<file path="src/rtl/wisc_pkg.sv">
// Shared definitions for the memory stage: controller state encoding, default
// timeout, and the MEM/WB pipeline bundle layout.
package wisc_pkg;

   localparam int unsigned MAX_WAIT_DEF = 15;

   typedef enum logic [1:0] {
      ST_IDLE = 2'b00,
      ST_BUSY = 2'b01
   } state_e;

   // 16 + 16 + 3 + 4 bits carried from MEM to WB
   typedef struct packed {
      logic [15:0] rdata;
      logic [15:0] alu;
      logic [2:0]  dst;
      logic        reg_write;
      logic        mem_reg;
      logic        halt;
      logic        err;
   } mem_wb_t;

endpackage

</file>
<file path="src/rtl/pipe_MEM_WB.sv">
// MEM/WB pipeline register: a plain flop bank with a bubble-select mux in
// front, so a stalled memory stage hands WB an all-zero (no-op) bundle.
module pipe_MEM_WB
   import wisc_pkg::*;
(
   input  logic    clk,
   input  logic    rst,
   input  logic    bubble_i,
   input  mem_wb_t d_i,
   output mem_wb_t q_o
);

   mem_wb_t mem_wb_d;
   mem_wb_t mem_wb_q;

   always_comb begin
      mem_wb_d = bubble_i ? mem_wb_t'('0) : d_i;
   end

   // NOTE: sequential state uses non-blocking assignments only, so every flop
   // samples the pre-edge value regardless of process ordering.
   always_ff @(posedge clk) begin
      if (rst) begin
         mem_wb_q <= '0;
      end else begin
         mem_wb_q <= mem_wb_d;
      end
   end

   assign q_o = mem_wb_q;

endmodule

</file>
<file path="src/rtl/mem_stage_ctrl.sv">
// Memory-stage controller: issues each data-memory access exactly once, stalls
// upstream until it completes, and flags misaligned accesses and timeouts.
module mem_stage_ctrl
   import wisc_pkg::*;
#(
   parameter int unsigned MAX_WAIT = MAX_WAIT_DEF
) (
   input  logic        clk,
   input  logic        rst,
   input  logic [15:0] addr_i,
   input  logic [15:0] wdata_i,
   input  logic [2:0]  write_sel_i,
   input  logic        mem_read_i,
   input  logic        mem_write_i,
   input  logic        mem_en_i,
   input  logic        reg_write_i,
   input  logic        mem_reg_i,
   input  logic        halt_i,
   output logic [15:0] mem_addr_o,
   output logic [15:0] mem_wdata_o,
   output logic        mem_rd_o,
   output logic        mem_wr_o,
   input  logic        mem_stall_i,
   input  logic        mem_done_i,
   input  logic [15:0] mem_rdata_i,
   output logic        stall_o,
   output logic [15:0] wb_rdata_o,
   output logic [15:0] wb_alu_o,
   output logic [2:0]  wb_reg_o,
   output logic        wb_reg_write_o,
   output logic        wb_mem_reg_o,
   output logic        wb_halt_o,
   output logic        err_o
);

   localparam int unsigned CNT_W = $clog2(MAX_WAIT + 1);

   state_e     state_d, state_q;
   logic [CNT_W-1:0] wait_cnt_d, wait_cnt_q;

   logic    req, mis, go;
   logic    bubble;
   mem_wb_t wb_d;
   mem_wb_t wb_q;

   assign req = mem_en_i & (mem_read_i | mem_write_i);
   assign mis = req & addr_i[0];
   assign go  = req & ~mis;

   assign mem_addr_o  = addr_i;
   assign mem_wdata_o = wdata_i;

   // NOTE: every signal written here gets a default first, so no path through
   // the case/if tree can leave one unassigned and infer a latch.
   always_comb begin
      state_d    = state_q;
      wait_cnt_d = wait_cnt_q;
      mem_rd_o   = 1'b0;
      mem_wr_o   = 1'b0;
      stall_o    = 1'b0;
      bubble     = 1'b0;
      wb_d       = '{rdata:     16'h0000,
                     alu:       addr_i,
                     dst:       write_sel_i,
                     reg_write: reg_write_i,
                     mem_reg:   mem_reg_i,
                     halt:      halt_i,
                     err:       1'b0};

      case (state_q)
         ST_IDLE: begin
            wait_cnt_d = '0;
            if (mis) begin
               wb_d.err       = 1'b1;
               wb_d.halt      = 1'b1;
               wb_d.reg_write = 1'b0;
            end else if (go) begin
               if (mem_stall_i) begin
                  // Memory refused the request: retry next cycle, done is ignored
                  stall_o = 1'b1;
                  bubble  = 1'b1;
               end else begin
                  mem_rd_o = mem_read_i;
                  mem_wr_o = mem_write_i;
                  if (mem_done_i) begin
                     wb_d.rdata = mem_rdata_i;
                  end else begin
                     stall_o    = 1'b1;
                     bubble     = 1'b1;
                     state_d    = ST_BUSY;
                     wait_cnt_d = CNT_W'(1);
                  end
               end
            end
         end

         ST_BUSY: begin
            if (mem_done_i) begin
               wb_d.rdata = mem_rdata_i;
               state_d    = ST_IDLE;
               wait_cnt_d = '0;
            end else if (wait_cnt_q == CNT_W'(MAX_WAIT)) begin
               wb_d.err       = 1'b1;
               wb_d.halt      = 1'b1;
               wb_d.reg_write = 1'b0;
               state_d        = ST_IDLE;
               wait_cnt_d     = '0;
            end else begin
               stall_o    = 1'b1;
               bubble     = 1'b1;
               wait_cnt_d = wait_cnt_q + CNT_W'(1);
            end
         end

         default: begin
            state_d    = ST_IDLE;
            wait_cnt_d = '0;
         end
      endcase
   end

   always_ff @(posedge clk) begin
      if (rst) begin
         state_q    <= ST_IDLE;
         wait_cnt_q <= '0;
      end else begin
         state_q    <= state_d;
         wait_cnt_q <= wait_cnt_d;
      end
   end

   pipe_MEM_WB u_pipe_mem_wb (
      .clk      (clk),
      .rst      (rst),
      .bubble_i (bubble),
      .d_i      (wb_d),
      .q_o      (wb_q)
   );

   assign wb_rdata_o     = wb_q.rdata;
   assign wb_alu_o       = wb_q.alu;
   assign wb_reg_o       = wb_q.dst;
   assign wb_reg_write_o = wb_q.reg_write;
   assign wb_mem_reg_o   = wb_q.mem_reg;
   assign wb_halt_o      = wb_q.halt;
   assign err_o          = wb_q.err;

endmodule
</file>
<file path="config.mk">
export PLATFORM = sky130hd
export DESIGN_NAME = mem_stage_ctrl
export DESIGN_NICKNAME = d
export VERILOG_FILES = /design/src/rtl/wisc_pkg.sv /design/src/rtl/pipe_MEM_WB.sv /design/src/rtl/mem_stage_ctrl.sv
export SDC_FILE = /design/constraint.sdc
export NUM_CORES = 1
export LEC_CHECK = 0
export CORE_ASPECT_RATIO = 0.7
export CORE_MARGIN = 10
export CORE_UTILIZATION = 33
export DETAILED_ROUTE_END_ITERATION = 10
export PLACE_DENSITY = 0.8
export SETUP_SLACK_MARGIN = 0.3
export SYNTH_ARGS = -nofsm -noshare
export SYNTH_HDL_FRONTEND = slang
export SYNTH_SLANG_ARGS = --single-unit
</file>
<file path="constraint.sdc">
create_clock -name clk -period 1.7 [get_ports clk]
set_clock_uncertainty 0.1 [all_clocks]
set_input_delay 0.34 -clock clk [delete_from_list [all_inputs] [get_ports clk]]
set_output_delay 0.34 -clock clk [all_outputs]
set_load 0.02 [all_outputs]
</file>
==> run metrics, run 1 <==
CTS Sinks=44; Die Y=~80 um; YS warnings=0; Core Box Area=between 4000 and 5000 um^2; endpoints failing setup=1; first-pass GRT wire length=roughly 8 mm; clock-pin slew on the worst setup and hold paths=approximately 80 ps; P&R area growth vs syn=88.4%; FMAX=between 0.5 and 0.6 GHz; Routed Wire Length=around 5.7 mm; slew margin rel.=around three quarters; Post-synth EDFFs=0; I/O pin cnt=around 140; Synth Net Count=216; Slew @ Worst Pin=around 350 ps; placed cells=~300; min cycle time layout=around 1800 ps; CP max FO=2; crit path buf inv count=1; combinational power share=between 20% and 30%; Primary FF master, synth=dfxtp_1; Buffers on Ports=between 100 and 150; kind of cell adding the most delay to the critical path=simple AND/OR/NAND/NOR gates; crit start category=flip-flop; Final Max Tran Viols=0; htree depth=2; Seq pwr share=around half; clock buffer count from CTS=5; Slowest Stage Delay on Critical Path=around 360 ps; Via Count=approximately 1400; clock buffer depth=2; Final ANT Viol Nets=0; WL/cell=between 15 and 20 um; RSZ-0062 raised after global routing=yes; CTS tree=yes; worst reg2reg path startpoint=wait_cnt_q[1]; Peak supply drop=0.441 mV; Initial Utilization=35.1%; grt ovf=0; CP max-delay cell=dfxtp_2; Hold Fails Final Rpt=0; Die X-Extent=about 110 um; Setup crit end kind=output port; Yosys reg bits=44; worst min-delay path class=in2reg; leak pwr=1.39 nW; Reg2Reg Depth=7; Reg-to-Reg End=u_pipe_mem_wb.q_o[1]; DRT iter0 DRCs=17; Hold Crit Start=addr_i[8]; layout cells sized above 1=44.4%; failing checks=setup timing; Cell Count, Final, Fillers Out=about 320; PD cells=681 nW/um^2; Clock power frac=between 20% and 30%; post-cts hold buffer count=0; CP arrival=1340 ps; register area share after synthesis=about half; outcome=complete, but fails checks; Synth top area share=roughly half; switching share of power=between 20 and 30%; Max-Cap Viols=0; length of the first detailed-routing pass in iterations=4; FF-to-FF setup slack=approximately 10 ps; Distinct cells, synth=31; post-synth top area cell=dfxtp_1; Final #Nets=311; GR Util All Layers=between 10% and 20%; Synth Cell Area=around 1700 um^2; Hold Path Sink=u_pipe_mem_wb.q_o[15]; period utilization=105%; ys async rst share=0%; Antenna diodes=0; WHS Path Cells=2; Post-DP Area=2730 um^2; Synth Instances=154; Setup WS post-layout=-79.7 ps; switching pwr=around 0.56 mW; vias per cell=approximately 4.5; largest net degree at the start of global routing=24; gp weighted congestion=approximately 0.77; final instance area=3250 um^2; largest cells by area after synthesis=dfxtp_1, buf_4, nor4b_1, nor3b_1, a2111oi_4; DRC=0; vias in the first global route=1518; post-DP HPWL=3.95 mm; Pint=1.65 mW; std cell rows=21; Root Buffer Master=clkbuf_8; critical path required time=roughly 1300 ps; critical path class=reg2out; Avg Cell Area, Syn=11.2 um^2; cells along the critical path=ha_4, nand3_4, nor2b_4, or2_4, buf_6; worst skew pair latency=approximately 280 ps; initial antenna violation count=0; die area=8570 um^2
## power by group through the flow
stage | clock network, mW | logic (mW) | registers, mW
detailed placement | 0 | 0.434 | 1.10
global placement | 0 | 0.428 | 1.10
CTS | 0.681 | 0.432 | 1.08
finish | 0.658 | 0.479 | 1.08
floorplan | 0 | 0.200 | 1.15
global route | 0.720 | 0.507 | 1.08
## per-layer routing
layer  vias to the layer above  global-route usage (%)  wire (um)
met5                         -                       0          0
met4                         0                    3.64         40
met3                         8                    5.98        521
met2                        73                    18.7       2670
met1                       672                    13.5       2420
li1                        696                       -          -
## kinds of logic (layout without fill, tap and decap cells)
logic type	Yosys count	count (layout)	share of synthesized area [%]
AO/OA/AOI/OAI	7	7	4.79
XOR/XNOR	2	2	1.02
adder cells (fa/ha/maj)	1	1	0.725
buffers and inverters	45	141	17.8
flip-flops	44	44	51.1
AND/OR/NAND/NOR	55	55	24.7
## cell usage after synthesis, types with 2 or more instances
master and n:
dfxtp_1 44, nor4b_1 18, xor2_1 2, buf_2 2
nand3_1 3, inv_1 3, clkbuf_1 4, nor3b_1 17
and3_2 2, nor2_1 2, nand2b_1 2, and3_1 2
buf_4 34, nor4_1 2
## through the flow
step	total power [mW]	hold WS (ps)	utilization, %	worst slack, ps	TNS [ps]
floorplan	1.35	329	-	257	0
global placement	1.53	432	55.5	-857	-14680
detailed placement	1.54	431	55.5	-880	-15940
CTS	2.19	378	60.1	-76.5	-76.5
global route	2.31	260	66.2	-127	-150
finish	2.21	265	66.2	-79.7	-79.7
## repair_timing
| action | 4_1_cts | 5_1_grt |
|---|---|---|
| resized for setup | 195 | 83 |
| setup endpoints to repair | 98 | 79 |
| pin swaps | 7 | 2 |
| buffers inserted | 4 | 2 |
| gates cloned | 0 | 2 |
## worst reg2reg max path: cells and delay by family (launching register included)
family | cells | cell delay, ps
flops | 1 | 360
simple gates | 1 | 60
buf+inv | 3 | 370
fa+ha+maj | 1 | 150
compound gates | 2 | 540
## state kept, by name, indices dropped and copies added, names as in the netlist
name / flops
wait_cnt_q: 4
state_q: 1
u_pipe_mem_wb.q_o: 39
## final cells by class
cell class	count	area [um^2]
clock buffers	8	90.1
fillers	373	1660
inverters	3	18.8
multi-input cells	65	887
flip-flops and latches	44	887
well taps	69	86.3
repair buffers	130	1280
## layout by cell type (no fill, tap or decap), drive strengths merged, types with 3 or more instances in the layout
| cell | count |
|---|---|
| and3 | 4 |
| buf | 47 |
| clkbuf | 15 |
| clkdlybuf4s15 | 28 |
| clkdlybuf4s50 | 23 |
| dfxtp | 44 |
| dlygate4sd2 | 15 |
| dlymetal6s2s | 9 |
| inv | 3 |
| nand2b | 3 |
| nand3 | 3 |
| nor3b | 17 |
| nor4b | 19 |
## how the worst max path moves through the flow
stage,start,to,slack (ps),cells after the start
2_1_floorplan,mem_stall_i,stall_o,260,3
3_3_place_gp,mem_stall_i,stall_o,-860,5
3_5_place_dp,mem_stall_i,stall_o,-880,5
4_1_cts,wait_cnt_q[0],stall_o,-80,5
5_1_grt,wait_cnt_q[1],stall_o,-130,5
6_report,wait_cnt_q[1],stall_o,-80,5
(Power assumes the default switching activity.)
==> run 2: changes to the inputs <==
--- a/config.mk
+++ b/config.mk
@@ -11,6 +11,7 @@
 export DETAILED_ROUTE_END_ITERATION = 10
 export PLACE_DENSITY = 0.8
 export SETUP_SLACK_MARGIN = 0.3
+export SKIP_LAST_GASP = 1
 export SYNTH_ARGS = -nofsm -noshare
 export SYNTH_HDL_FRONTEND = slang
 export SYNTH_SLANG_ARGS = --single-unit
==> run 2 against run 1 <==
  * The run still ends with setup timing left
  * Register-to-register slack hardly changed
  * Routed wire length shrank 0.74%
  * Critical path depth did not move
  * First-iteration DRC count rose by 24%
  * Utilization did not move
  * Non-clock buffer count did not move
  * Final cell count is the same
  * Cell area unchanged
  * Critical path type unchanged
  * Critical endpoint unchanged
  * Largest cell class unchanged
  * Largest power group unchanged
==> run metrics, run 2 (same netlist as run 1, synthesis figures left out) <==
period utilization=105%; vias per cell=roughly 4.6; Slowest Stage Delay on Critical Path=~360 ps; crit start category=flip-flop; Slew @ Worst Pin=about 350 ps; DRT iter0 DRCs=21; fill count=about 370; kind of cell adding the most delay to the critical path=simple AND/OR/NAND/NOR gates; P&R area growth vs syn=88.4%; first-pass GRT wire length=approximately 8 mm; GR Util All Layers=between 10% and 20%; htree depth=2; Core Box Area=~5000 um^2; FF-to-FF setup slack=about 10 ps; clock buffer depth=2; Fin Hold WS=roughly 270 ps; crit path buf inv count=1; Via Count=between 1000 and 1500; initial antenna violation count=0; clock buffer count from CTS=5; CTS tree=yes; Final ANT Viol Nets=0; worst min-delay path class=in2reg; Peak supply drop=0.439 mV; Routed Wire Length=5.61 mm; leak pwr=~1.4 nW; length of the first detailed-routing pass in iterations=4; Hold Fails Final Rpt=0; cells along the critical path=ha_4, nand3_4, nor2b_4, or2_4, buf_6; PD cells=681 nW/um^2; Die X-Extent=about 110 um; dpl ws=-880 ps; layout cells sized above 1=roughly 44%; endpoints failing setup=1; Root Buffer Master=clkbuf_8; Max-Cap Viols=0; CP arrival=around 1300 ps; FMAX=0.562 GHz; Initial Utilization=between 30% and 40%; WL/cell=17.6 um; failing checks=setup timing; I/O pin cnt=roughly 140; Final Max Tran Viols=0; critical path class=reg2out; Antenna diodes=0; Buffers on Ports=~100; CP max-delay cell=dfxtp_2; CTS Sinks=44; std cell rows=21; vias in the first global route=around 1500; worst skew pair latency=~280 ps; die area=around 8600 um^2; outcome=complete, but fails checks; Setup crit end kind=output port; clock-pin slew on the worst setup and hold paths=70 ps; commonest non-fill, non-tap cells in the layout=dfxtp_1, clkdlybuf4s15_1, buf_6, clkdlybuf4s50_1, buf_4; DRC=0; grt ovf=0; Final #Nets=slightly above 300; CP max FO=2; Setup WS post-layout=-78.8 ps; critical path required time=around 1300 ps; Die Y=80.5 um; Tot Pwr=around 2.2 mW; most common cell after layout, fill and taps aside=dfxtp_1; final setup TNS=-78.8 ps; post-DP HPWL=3.95 mm; RSZ-0062 raised after global routing=yes; gp weighted congestion=around 0.77; max reg flops=39; slew margin rel.=approximately 77%; min cycle time layout=around 1800 ps; largest net degree at the start of global routing=24
[run 2: cell count changes in the layout (fill, tap and decap cells not counted)]
cell / delta
clkdlybuf4s15_1: +1
clkbuf_2: -1
and3_4: -1
and3_1: +1
[run 2: final cells by class]
class	instances	area [um^2]	share of cell area, %
well taps	69	86.3	2.66
repair buffers	130	1290	39.6
clock buffers	8	90.1	2.77
inverters	3	18.8	0.577
flip-flops and latches	44	887	27.3
multi-input cells	65	882	27.1
[run 2: metrics by stage]
stage	std cells	utilization, %	area (um^2)
4_1_cts	315	60.0	2950
5_1_grt	319	66.2	3250
3_3_place_gp	303	55.5	2730
6_report	319	66.2	3250
2_1_floorplan	154	-	1750
3_5_place_dp	303	55.5	2730
[run 2: power by group]
group	switching, mW	total, mW	leakage [nW]	internal, mW
Clock	0.329	0.660	0.0455	0.332
Sequential	0.0107	1.08	0.362	1.07
Combinational	0.221	0.478	0.989	0.257
Total	0.560	2.21	1.40	1.65
[run 2: worst paths after layout]
| kind | from | to | cells after the start |
|---|---|---|---|
| hold reg to reg | wait_cnt_q[0] | wait_cnt_q[0] | 2 |
| setup reg to reg | wait_cnt_q[1] | u_pipe_mem_wb.q_o[1] | 7 |
| hold / removal | addr_i[8] | u_pipe_mem_wb.q_o[15] | 2 |
| setup / recovery | wait_cnt_q[1] | stall_o | 5 |
[run 2: routing by layer]
metal  part of all wire, %  global-route usage (%)  routed length, um
met1                    43                    13.5               2400
met3                   9.8                    5.98                552
met4                  0.71                    3.64                 40
met5                     0                       0                  0
met2                    47                    18.4               2610
[run 2: what timing repair did]
action	in CTS	in global routing
setup endpoints to repair	98	76
buffers inserted	4	2
pin swaps	7	3
gates cloned	0	2
hold buffers	0	0
gates resized for setup	194	82
[run 2: worst reg2reg max path, delay by kind of cell (launching register included)]
| family | cells | cell delay (ps) |
|---|---|---|
| flip-flops | 1 | 360 |
| AO/OA/AOI/OAI | 2 | 540 |
| buffers and inverters | 3 | 380 |
| AND/OR/NAND/NOR | 1 | 60 |
| adder cells (fa/ha/maj) | 1 | 150 |
